<file path="config.mk">
export PLATFORM = sky130hd
export DESIGN_NAME = ad_spi_rx_flat
export DESIGN_NICKNAME = d
export VERILOG_FILES = /design/src/rtl/ad_pkg.sv /design/src/rtl/ad_spi_rx_if.sv /design/src/rtl/ad_period_tmr.sv /design/src/rtl/ad_spi_rx.sv /design/src/flat_wrapper.sv
export SDC_FILE = /design/constraint.sdc
export NUM_CORES = 1
export LEC_CHECK = 0
export BUFFER_PORTS_ARGS = -buffer_cell sky130_fd_sc_hd__buf_4
export CAP_MARGIN = 40
export CORE_MARGIN = 10
export CORE_UTILIZATION = 45
export DETAILED_ROUTE_END_ITERATION = 7
export PLACE_DENSITY = 0.64
export SLEW_MARGIN = 20
export SYNTH_ARGS = -nofsm -noshare
export SYNTH_HDL_FRONTEND = slang
export SYNTH_SLANG_ARGS = --single-unit
export TNS_END_PERCENT = 100
</file>
<file path="constraint.sdc">
create_clock -name i_clk_sys -period 9.7 [get_ports i_clk_sys]
set_input_delay 2.425 -clock i_clk_sys [delete_from_list [all_inputs] [get_ports i_clk_sys]]
set_output_delay 2.425 -clock i_clk_sys [all_outputs]
set_load 0.1 [all_outputs]
</file>
<file path="src/rtl/ad_pkg.sv">
// Shared types and default constants for the serial-ADC capture engine.
package ad_pkg;

    localparam int AD_W           = 16;
    localparam int SCLK_DIV_DEF   = 4;
    localparam int FRAME_BITS_DEF = 20;
    localparam int LEAD_BITS_DEF  = 4;
    localparam int CS_GAP_DEF     = 3;

    typedef enum logic [2:0] {
        S_IDLE  = 3'd0,
        S_SETUP = 3'd1,
        S_SHIFT = 3'd2,
        S_HOLD  = 3'd3,
        S_DONE  = 3'd4
    } ad_state_e;

    // cs_n is held low through setup, shifting and hold.
    function automatic logic cs_active(input ad_state_e s);
        return (s == S_SETUP) || (s == S_SHIFT) || (s == S_HOLD);
    endfunction

endpackage

</file>
<file path="src/rtl/ad_spi_rx_if.sv">
// ADC serial pins plus the sample output towards the downstream DSP.
interface ad_spi_rx_if;
    import ad_pkg::*;

    logic            cs_n;
    logic            sclk;
    logic            sdata;
    logic [AD_W-1:0] ad_data;
    logic            ad_vld;

    modport master (output cs_n, output sclk, output ad_data, output ad_vld, input sdata);
    modport slave  (input cs_n, input sclk, input ad_data, input ad_vld, output sdata);

endinterface

</file>
<file path="src/rtl/ad_period_tmr.sv">
// Sample-period timer on the 1 us tick, trigger generation and saturating overrun count.
module ad_period_tmr
    import ad_pkg::*;
(
    input  logic        i_clk_sys,
    input  logic        i_rst_n,
    input  logic        i_pluse_us,
    input  logic        i_en,
    input  logic [15:0] i_cfg_period,
    input  logic        i_ovr_clr,
    input  logic        i_busy,
    output logic        o_trig,
    output logic [7:0]  o_ovr_cnt
);

    logic [15:0] r_cnt;
    logic [7:0]  r_ovr;
    logic        w_run;
    logic        w_tc;

    assign w_run  = i_en && (i_cfg_period != 16'd0);
    assign w_tc   = (r_cnt == (i_cfg_period - 16'd1));
    assign o_trig = w_run && i_pluse_us && w_tc;

    // A period shrunk below the running count lets r_cnt roll through 16'hFFFF.
    always_ff @(posedge i_clk_sys) begin
        if (!i_rst_n) begin
            r_cnt <= 16'd0;
        end else if (!w_run) begin
            r_cnt <= 16'd0;
        end else if (i_pluse_us) begin
            r_cnt <= w_tc ? 16'd0 : r_cnt + 16'd1;
        end
    end

    always_ff @(posedge i_clk_sys) begin
        if (!i_rst_n) begin
            r_ovr <= 8'd0;
        end else if (i_ovr_clr) begin
            r_ovr <= 8'd0;
        end else if (o_trig && i_busy && (r_ovr != 8'hFF)) begin
            r_ovr <= r_ovr + 8'd1;
        end
    end

    assign o_ovr_cnt = r_ovr;

endmodule

</file>
<file path="src/rtl/ad_spi_rx.sv">
// Serial-ADC frame engine: cs_n/sclk generation, MSB-first deserialiser, sample strobe.
// Optional AD_AVG4_EN: deliver the truncated mean of every four frames instead of each frame.
//
// state | meaning
// IDLE  | waiting for a period trigger
// SETUP | cs_n low, CS_GAP cycles before the first sclk fall
// SHIFT | FRAME_BITS sclk periods, low half then high half
// HOLD  | sclk high, cs_n low for CS_GAP cycles
// DONE  | one cycle, publish the captured word
module ad_spi_rx
    import ad_pkg::*;
#(
    parameter int SCLK_DIV   = SCLK_DIV_DEF,
    parameter int FRAME_BITS = FRAME_BITS_DEF,
    parameter int LEAD_BITS  = LEAD_BITS_DEF,
    parameter int CS_GAP     = CS_GAP_DEF
) (
    input  logic        i_clk_sys,
    input  logic        i_rst_n,
    input  logic        i_pluse_us,
    input  logic        i_en,
    input  logic [15:0] i_cfg_period,
    input  logic        i_ovr_clr,
    output logic        o_busy,
    output logic [7:0]  o_ovr_cnt,
    ad_spi_rx_if.master bus
);

    localparam logic [7:0] DIV_M1   = 8'(SCLK_DIV - 1);
    localparam logic [7:0] GAP_M1   = 8'(CS_GAP - 1);
    localparam logic [5:0] BIT_LAST = 6'(FRAME_BITS - 1);
    localparam logic [5:0] DATA_LO  = 6'(LEAD_BITS);
    localparam logic [5:0] DATA_HI  = 6'(LEAD_BITS + AD_W);

    ad_state_e       r_state, w_state_nxt;
    logic [7:0]      r_tmr, w_tmr_nxt;
    logic [5:0]      r_bit, w_bit_nxt;
    logic            r_sclk, w_sclk_nxt;
    logic            r_cs_n;
    logic            r_sdata;
    logic            w_cap;
    logic            w_trig;
    logic            w_busy;
    logic [AD_W-1:0] r_shreg;
    logic [AD_W-1:0] r_ad_data;
    logic            r_ad_vld;

    assign w_busy = (r_state != S_IDLE);

    ad_period_tmr u_tmr (
        .i_clk_sys   (i_clk_sys),
        .i_rst_n     (i_rst_n),
        .i_pluse_us  (i_pluse_us),
        .i_en        (i_en),
        .i_cfg_period(i_cfg_period),
        .i_ovr_clr   (i_ovr_clr),
        .i_busy      (w_busy),
        .o_trig      (w_trig),
        .o_ovr_cnt   (o_ovr_cnt)
    );

    always_ff @(posedge i_clk_sys) begin
        if (!i_rst_n) begin
            r_state <= S_IDLE;
            r_tmr   <= 8'd0;
            r_bit   <= 6'd0;
            r_sclk  <= 1'b1;
            r_cs_n  <= 1'b1;
            r_sdata <= 1'b0;
        end else begin
            r_state <= w_state_nxt;
            r_tmr   <= w_tmr_nxt;
            r_bit   <= w_bit_nxt;
            r_sclk  <= w_sclk_nxt;
            r_cs_n  <= !cs_active(w_state_nxt);
            r_sdata <= bus.sdata;
        end
    end

    always_comb begin
        w_state_nxt = r_state;
        w_tmr_nxt   = r_tmr;
        w_bit_nxt   = r_bit;
        w_sclk_nxt  = 1'b1;
        w_cap       = 1'b0;
        case (r_state)
            S_IDLE: begin
                if (w_trig) begin
                    w_state_nxt = S_SETUP;
                    w_tmr_nxt   = GAP_M1;
                end
            end
            S_SETUP: begin
                if (r_tmr == 8'd0) begin
                    w_state_nxt = S_SHIFT;
                    w_tmr_nxt   = DIV_M1;
                    w_bit_nxt   = 6'd0;
                    w_sclk_nxt  = 1'b0;
                end else begin
                    w_tmr_nxt = r_tmr - 8'd1;
                end
            end
            S_SHIFT: begin
                w_sclk_nxt = r_sclk;
                if (r_tmr == 8'd0) begin
                    w_tmr_nxt = DIV_M1;
                    // Sample on the edge that raises sclk; the high half then ends the bit.
                    if (!r_sclk) begin
                        w_sclk_nxt = 1'b1;
                        w_cap      = 1'b1;
                    end else if (r_bit == BIT_LAST) begin
                        w_state_nxt = S_HOLD;
                        w_tmr_nxt   = GAP_M1;
                    end else begin
                        w_bit_nxt  = r_bit + 6'd1;
                        w_sclk_nxt = 1'b0;
                    end
                end else begin
                    w_tmr_nxt = r_tmr - 8'd1;
                end
            end
            S_HOLD: begin
                if (r_tmr == 8'd0) begin
                    w_state_nxt = S_DONE;
                end else begin
                    w_tmr_nxt = r_tmr - 8'd1;
                end
            end
            S_DONE: begin
                w_state_nxt = S_IDLE;
            end
            default: begin
                w_state_nxt = S_IDLE;
            end
        endcase
    end

    always_ff @(posedge i_clk_sys) begin
        if (!i_rst_n) begin
            r_shreg <= '0;
        end else if (w_cap && (r_bit >= DATA_LO) && (r_bit < DATA_HI)) begin
            r_shreg <= {r_shreg[AD_W-2:0], r_sdata};
        end
    end

`ifdef AD_AVG4_EN
    logic [AD_W+1:0] r_acc;
    logic [1:0]      r_fcnt;
    logic            r_en_d;
    logic [AD_W+1:0] w_sum;

    assign w_sum = r_acc + (AD_W+2)'(r_shreg);

    always_ff @(posedge i_clk_sys) begin
        if (!i_rst_n) begin
            r_acc     <= '0;
            r_fcnt    <= 2'd0;
            r_en_d    <= 1'b0;
            r_ad_data <= '0;
            r_ad_vld  <= 1'b0;
        end else begin
            r_en_d   <= i_en;
            r_ad_vld <= 1'b0;
            if (r_en_d && !i_en) begin
                r_acc  <= '0;
                r_fcnt <= 2'd0;
            end else if (r_state == S_DONE) begin
                if (r_fcnt == 2'd3) begin
                    r_ad_data <= w_sum[AD_W+1:2];
                    r_ad_vld  <= 1'b1;
                    r_acc     <= '0;
                    r_fcnt    <= 2'd0;
                end else begin
                    r_acc  <= w_sum;
                    r_fcnt <= r_fcnt + 2'd1;
                end
            end
        end
    end
`else
    always_ff @(posedge i_clk_sys) begin
        if (!i_rst_n) begin
            r_ad_data <= '0;
            r_ad_vld  <= 1'b0;
        end else begin
            r_ad_vld <= (r_state == S_DONE);
            if (r_state == S_DONE) begin
                r_ad_data <= r_shreg;
            end
        end
    end
`endif

    assign bus.cs_n    = r_cs_n;
    assign bus.sclk    = r_sclk;
    assign bus.ad_data = r_ad_data;
    assign bus.ad_vld  = r_ad_vld;
    assign o_busy      = w_busy;

endmodule

</file>
<file path="src/flat_wrapper.sv">
// flat-port wrapper written by rule: the top's interface ports become plain ports
module ad_spi_rx_flat import ad_pkg::*;
#(
    parameter int SCLK_DIV   = SCLK_DIV_DEF,
    parameter int FRAME_BITS = FRAME_BITS_DEF,
    parameter int LEAD_BITS  = LEAD_BITS_DEF,
    parameter int CS_GAP     = CS_GAP_DEF
)
  (i_clk_sys, i_rst_n, i_pluse_us, i_en, i_cfg_period, i_ovr_clr, o_busy, o_ovr_cnt, bus_cs_n, bus_sclk, bus_ad_data, bus_ad_vld, bus_sdata);
  ad_spi_rx_if bus_i ();
  input  logic i_clk_sys;
  input  logic i_rst_n;
  input  logic i_pluse_us;
  input  logic i_en;
  input  logic [15:0] i_cfg_period;
  input  logic i_ovr_clr;
  output logic o_busy;
  output logic [7:0] o_ovr_cnt;
  output wire logic [$bits(bus_i.cs_n)-1:0] bus_cs_n;
  output wire logic [$bits(bus_i.sclk)-1:0] bus_sclk;
  output wire logic [$bits(bus_i.ad_data)-1:0] bus_ad_data;
  output wire logic [$bits(bus_i.ad_vld)-1:0] bus_ad_vld;
  input wire logic [$bits(bus_i.sdata)-1:0] bus_sdata;
  assign bus_cs_n = bus_i.cs_n;
  assign bus_sclk = bus_i.sclk;
  assign bus_ad_data = bus_i.ad_data;
  assign bus_ad_vld = bus_i.ad_vld;
  assign bus_i.sdata = bus_sdata;
  ad_spi_rx #(.SCLK_DIV(SCLK_DIV), .FRAME_BITS(FRAME_BITS), .LEAD_BITS(LEAD_BITS), .CS_GAP(CS_GAP)) u_core (.i_clk_sys(i_clk_sys), .i_rst_n(i_rst_n), .i_pluse_us(i_pluse_us), .i_en(i_en), .i_cfg_period(i_cfg_period), .i_ovr_clr(i_ovr_clr), .o_busy(o_busy), .o_ovr_cnt(o_ovr_cnt), .bus(bus_i));
endmodule
</file>
==> reports/metrics.yaml <==
status:
  status: "finished, final reports clean"
floorplanning:
  die_h_um: 117
  rows: 35
  die_w_um: 117
  ios: 50
  start_util_pct: 46.0
  die_area_um2: 13600
  core_um2: 9150
drt:
  dr.pass1.iters: 4
  wl_per_cell_um: 14.7
  vias: 3630
  final_antenna_net_count: 0
  drc: 0
  drt_wl_total_mm: 9.66
  vias_per_cell: 5.51
  drt_iter0_markers: 164
logic_synthesis:
  yosys-top-cells-count: "dfxtp_1 (77), nand2_1 (73), nor2_1 (44), xor2_1 (25), mux2i_1 (24)"
  synth_compound_area_share_pct: 11.4
  yosys.area.top_type_share_pct: 36.6
  synth-simple-area-share_pct: 32.1
  yosysMostFrequentCell: "dfxtp_1"
  synth_warnings: 0
  synthArstFlopShare_pct: 0
  ys_seq_area_share_pct: 36.6
  synth_area_leaders: "dfxtp_1 (37%), nand2_1 (6.5%), mux2i_1 (5.7%), xor2_1 (5.2%), nor2_1 (3.9%)"
  synth_nets: 536
  synth_flop_cell: "dfxtp_1"
  synth_top_area_cell: "dfxtp_1"
  synthXorXnorAreaFrac_pct: 8.32
  synth_enable_flop_cells: 0
  avgSynthCellArea_um2: 8.32
  synthMuxAreaShare_pct: 5.71
  synth.distinct_cells: 58
  synth_top_family_by_area: "simple AND/OR/NAND/NOR gates"
  syn-cell-area_um2: 4210
  ys_seq_elements: 77
  synthCells: 506
  synthAdderAreaFrac_pct: 2.38
timing:
  worstMarginPinSlew_ns: 0.719
  setup_viol: 0
  finalCritPeriodShare_pct: 55.3
  maxSlewHeadroom_pct: 51.4
  grt_setup_unrepaired: "no"
  final.setup.tns_ns: 0
  fmax_mhz: 186
  period_needed_ns: 5.36
  drv_slew: 0
  hold_viol: 0
  clock_skew_ns: 0.0109
global_route:
  use_met1_pct: 18.3
  grt_first_pass_wirelength_mm: 16.1
  antenna_found_initial: 0
  overflow: 0
  gr-usage-met2_pct: 23.5
  grt_usage_pct: 14.4
  grt_pass1_vias: 3450
  grt_max_degree: 53
  busiest_layer: "met2"
  use_met3_pct: 2.77
placement:
  io_buffers: 49
  post-dp-hpwl_mm: 7.00
  globalplace.congestion: 0.902
clocking:
  clock_latency_ns: 0.35
  cts_htree_levels: 3
  cts_sinks: 77
  clockBufferDepth: 2
  cts-resized-gates: 0
  cts_tree: "done"
  cts_setup_buffers: 0
  root_buffer: "clkbuf_8"
  cts_buffers: 9
  postCtsHoldBufs: 0
  clkTransAtPathRegs_ns: 0.09
setup_path:
  worst_ep_required_time_ns: 9.99
  crit_path_end_kind: "flop"
  worstSetupPathType: "input pin to flop"
  reg2reg_from: "u_core.u_tmr.r_cnt[4]"
  rrSetupSlack_ns: 6.57
  worst_ep_arrival_time_ns: 5.65
  cp_max_fo: 7
  worstSetupStartpointType: "input pin"
  regToRegEndpoint: "u_core.u_tmr.o_ovr_cnt[7]"
  reg2reg_depth: 8
layout:
  syn_to_final_growth_pct: 15.0
  layout-drive-gt1-share_pct: 14.4
  nets: 573
  antenna_cells: 0
  fin_util_pct: 52.9
hold_path:
  min_path_cells: 2
  hp-class: "flop to flop"
  hold_start: "u_core.r_shreg[15]"
  worstHoldEndpoint: "u_core.bus.ad_data[15]"
power_and_ir_drop:
  netSwitchingFraction_pct: 25.2
  irDropWorstVdd_uv: 63.2
  power.internal_mw: 0.455
  p_comb_share_pct: 6.1
  clkPwrFrac_pct: 41.8
  power_switching_mw: 0.153
  seqPwrFrac_pct: 52.1
  p_leak_nw: 1.82
  power_density_nw_per_um2: 126
job:
  drv_cap: 0
-- kinds of logic (layout without fill, tap and decap cells) --
family | Yosys count | in the layout
xor+xnor | 40 | 40
buf+inv | 36 | 78
simple gates | 256 | 256
mux | 24 | 24
fa+ha+maj | 8 | 8
compound gates | 65 | 65
flops | 77 | 77
-- worst max-delay path by stage --
stage / from / to / slack (ns)
3_3_place_gp: i_cfg_period[0] / u_core.u_tmr.o_ovr_cnt[7] / 4.11
6_report: i_cfg_period[0] / u_core.u_tmr.o_ovr_cnt[7] / 4.34
2_1_floorplan: i_cfg_period[0] / u_core.u_tmr.o_ovr_cnt[7] / 4.35
4_1_cts: i_cfg_period[0] / u_core.u_tmr.o_ovr_cnt[7] / 4.35
3_5_place_dp: i_cfg_period[0] / u_core.u_tmr.o_ovr_cnt[7] / 4.00
5_1_grt: i_cfg_period[0] / u_core.u_tmr.o_ovr_cnt[7] / 4.18
-- layout make-up --
cell class | count | area [um2]
Fill cell | 886 | 4310
Multi-Input combinational cell | 393 | 2520
Sequential cell | 77 | 1540
Timing Repair Buffer | 52 | 398
Tap cell | 111 | 139
Clock buffer | 9 | 124
Clock inverter | 7 | 80.1
Inverter | 10 | 37.5
-- metrics by stage --
stage | cells | power [mW] | cell area, um2 | hold slack (ns) | setup WS (ns)
floorplan | 506 | 0.347 | 4210 | 0.440 | 4.35
global placement | 642 | 0.361 | 4620 | 0.452 | 4.11
detailed placement | 643 | 0.361 | 4640 | 0.457 | 4.00
CTS | 659 | 0.617 | 4840 | 0.463 | 4.35
global route | 659 | 0.634 | 4840 | 0.501 | 4.18
finish | 659 | 0.609 | 4840 | 0.460 | 4.34
-- power groups by stage --
stage | Combinational, mW | Sequential, mW | Clock, mW
3_3_place_gp | 0.0366 | 0.324 | 0
6_report | 0.0373 | 0.317 | 0.254
4_1_cts | 0.0372 | 0.317 | 0.263
2_1_floorplan | 0.0225 | 0.324 | 0
3_5_place_dp | 0.0370 | 0.324 | 0
5_1_grt | 0.0410 | 0.317 | 0.276
-- state kept, by name, summed over array words and instances, names as in the netlist --
register	cells
u_core.bus.ad_data	16
u_core.bus.ad_vld	1
u_core.bus.cs_n	1
u_core.bus.sclk	1
u_core.r_bit	6
u_core.r_sdata	1
u_core.r_shreg	16
u_core.r_state	3
u_core.r_tmr	8
u_core.u_tmr.o_ovr_cnt	8
u_core.u_tmr.r_cnt	16
-- routing by layer --
metal  up-vias  wire (um)
li1       1855          -
met3        19        467
met5         -          0
met2        74       4510
met4         0        184
met1      1682       4500
-- placed cells by master, fill, tap and decap left out, types with 11 or more instances in the layout --
cell type / instances
buf_4: 51
nor2b_1: 20
nor2_1: 44
and3_1: 11
nand4_1: 11
xor2_1: 25
dfxtp_1: 77
a21boi_0: 17
mux2i_1: 24
nand3_1: 21
xnor2_1: 15
o21ai_0: 11
nand2_1: 73
nor4_1: 12
-- critical path: stages --
cell     delay [ns]
buf_4          0.13
inv_1          0.08
ha_1           0.24
or3b_2         0.57
nor4b_1        0.36
a21oi_1        0.14
nor4_4         0.31
nand3_2        0.13
or4_1          0.67
or4_1          0.44
a21oi_1        0.14
(Power assumes the default switching activity.)
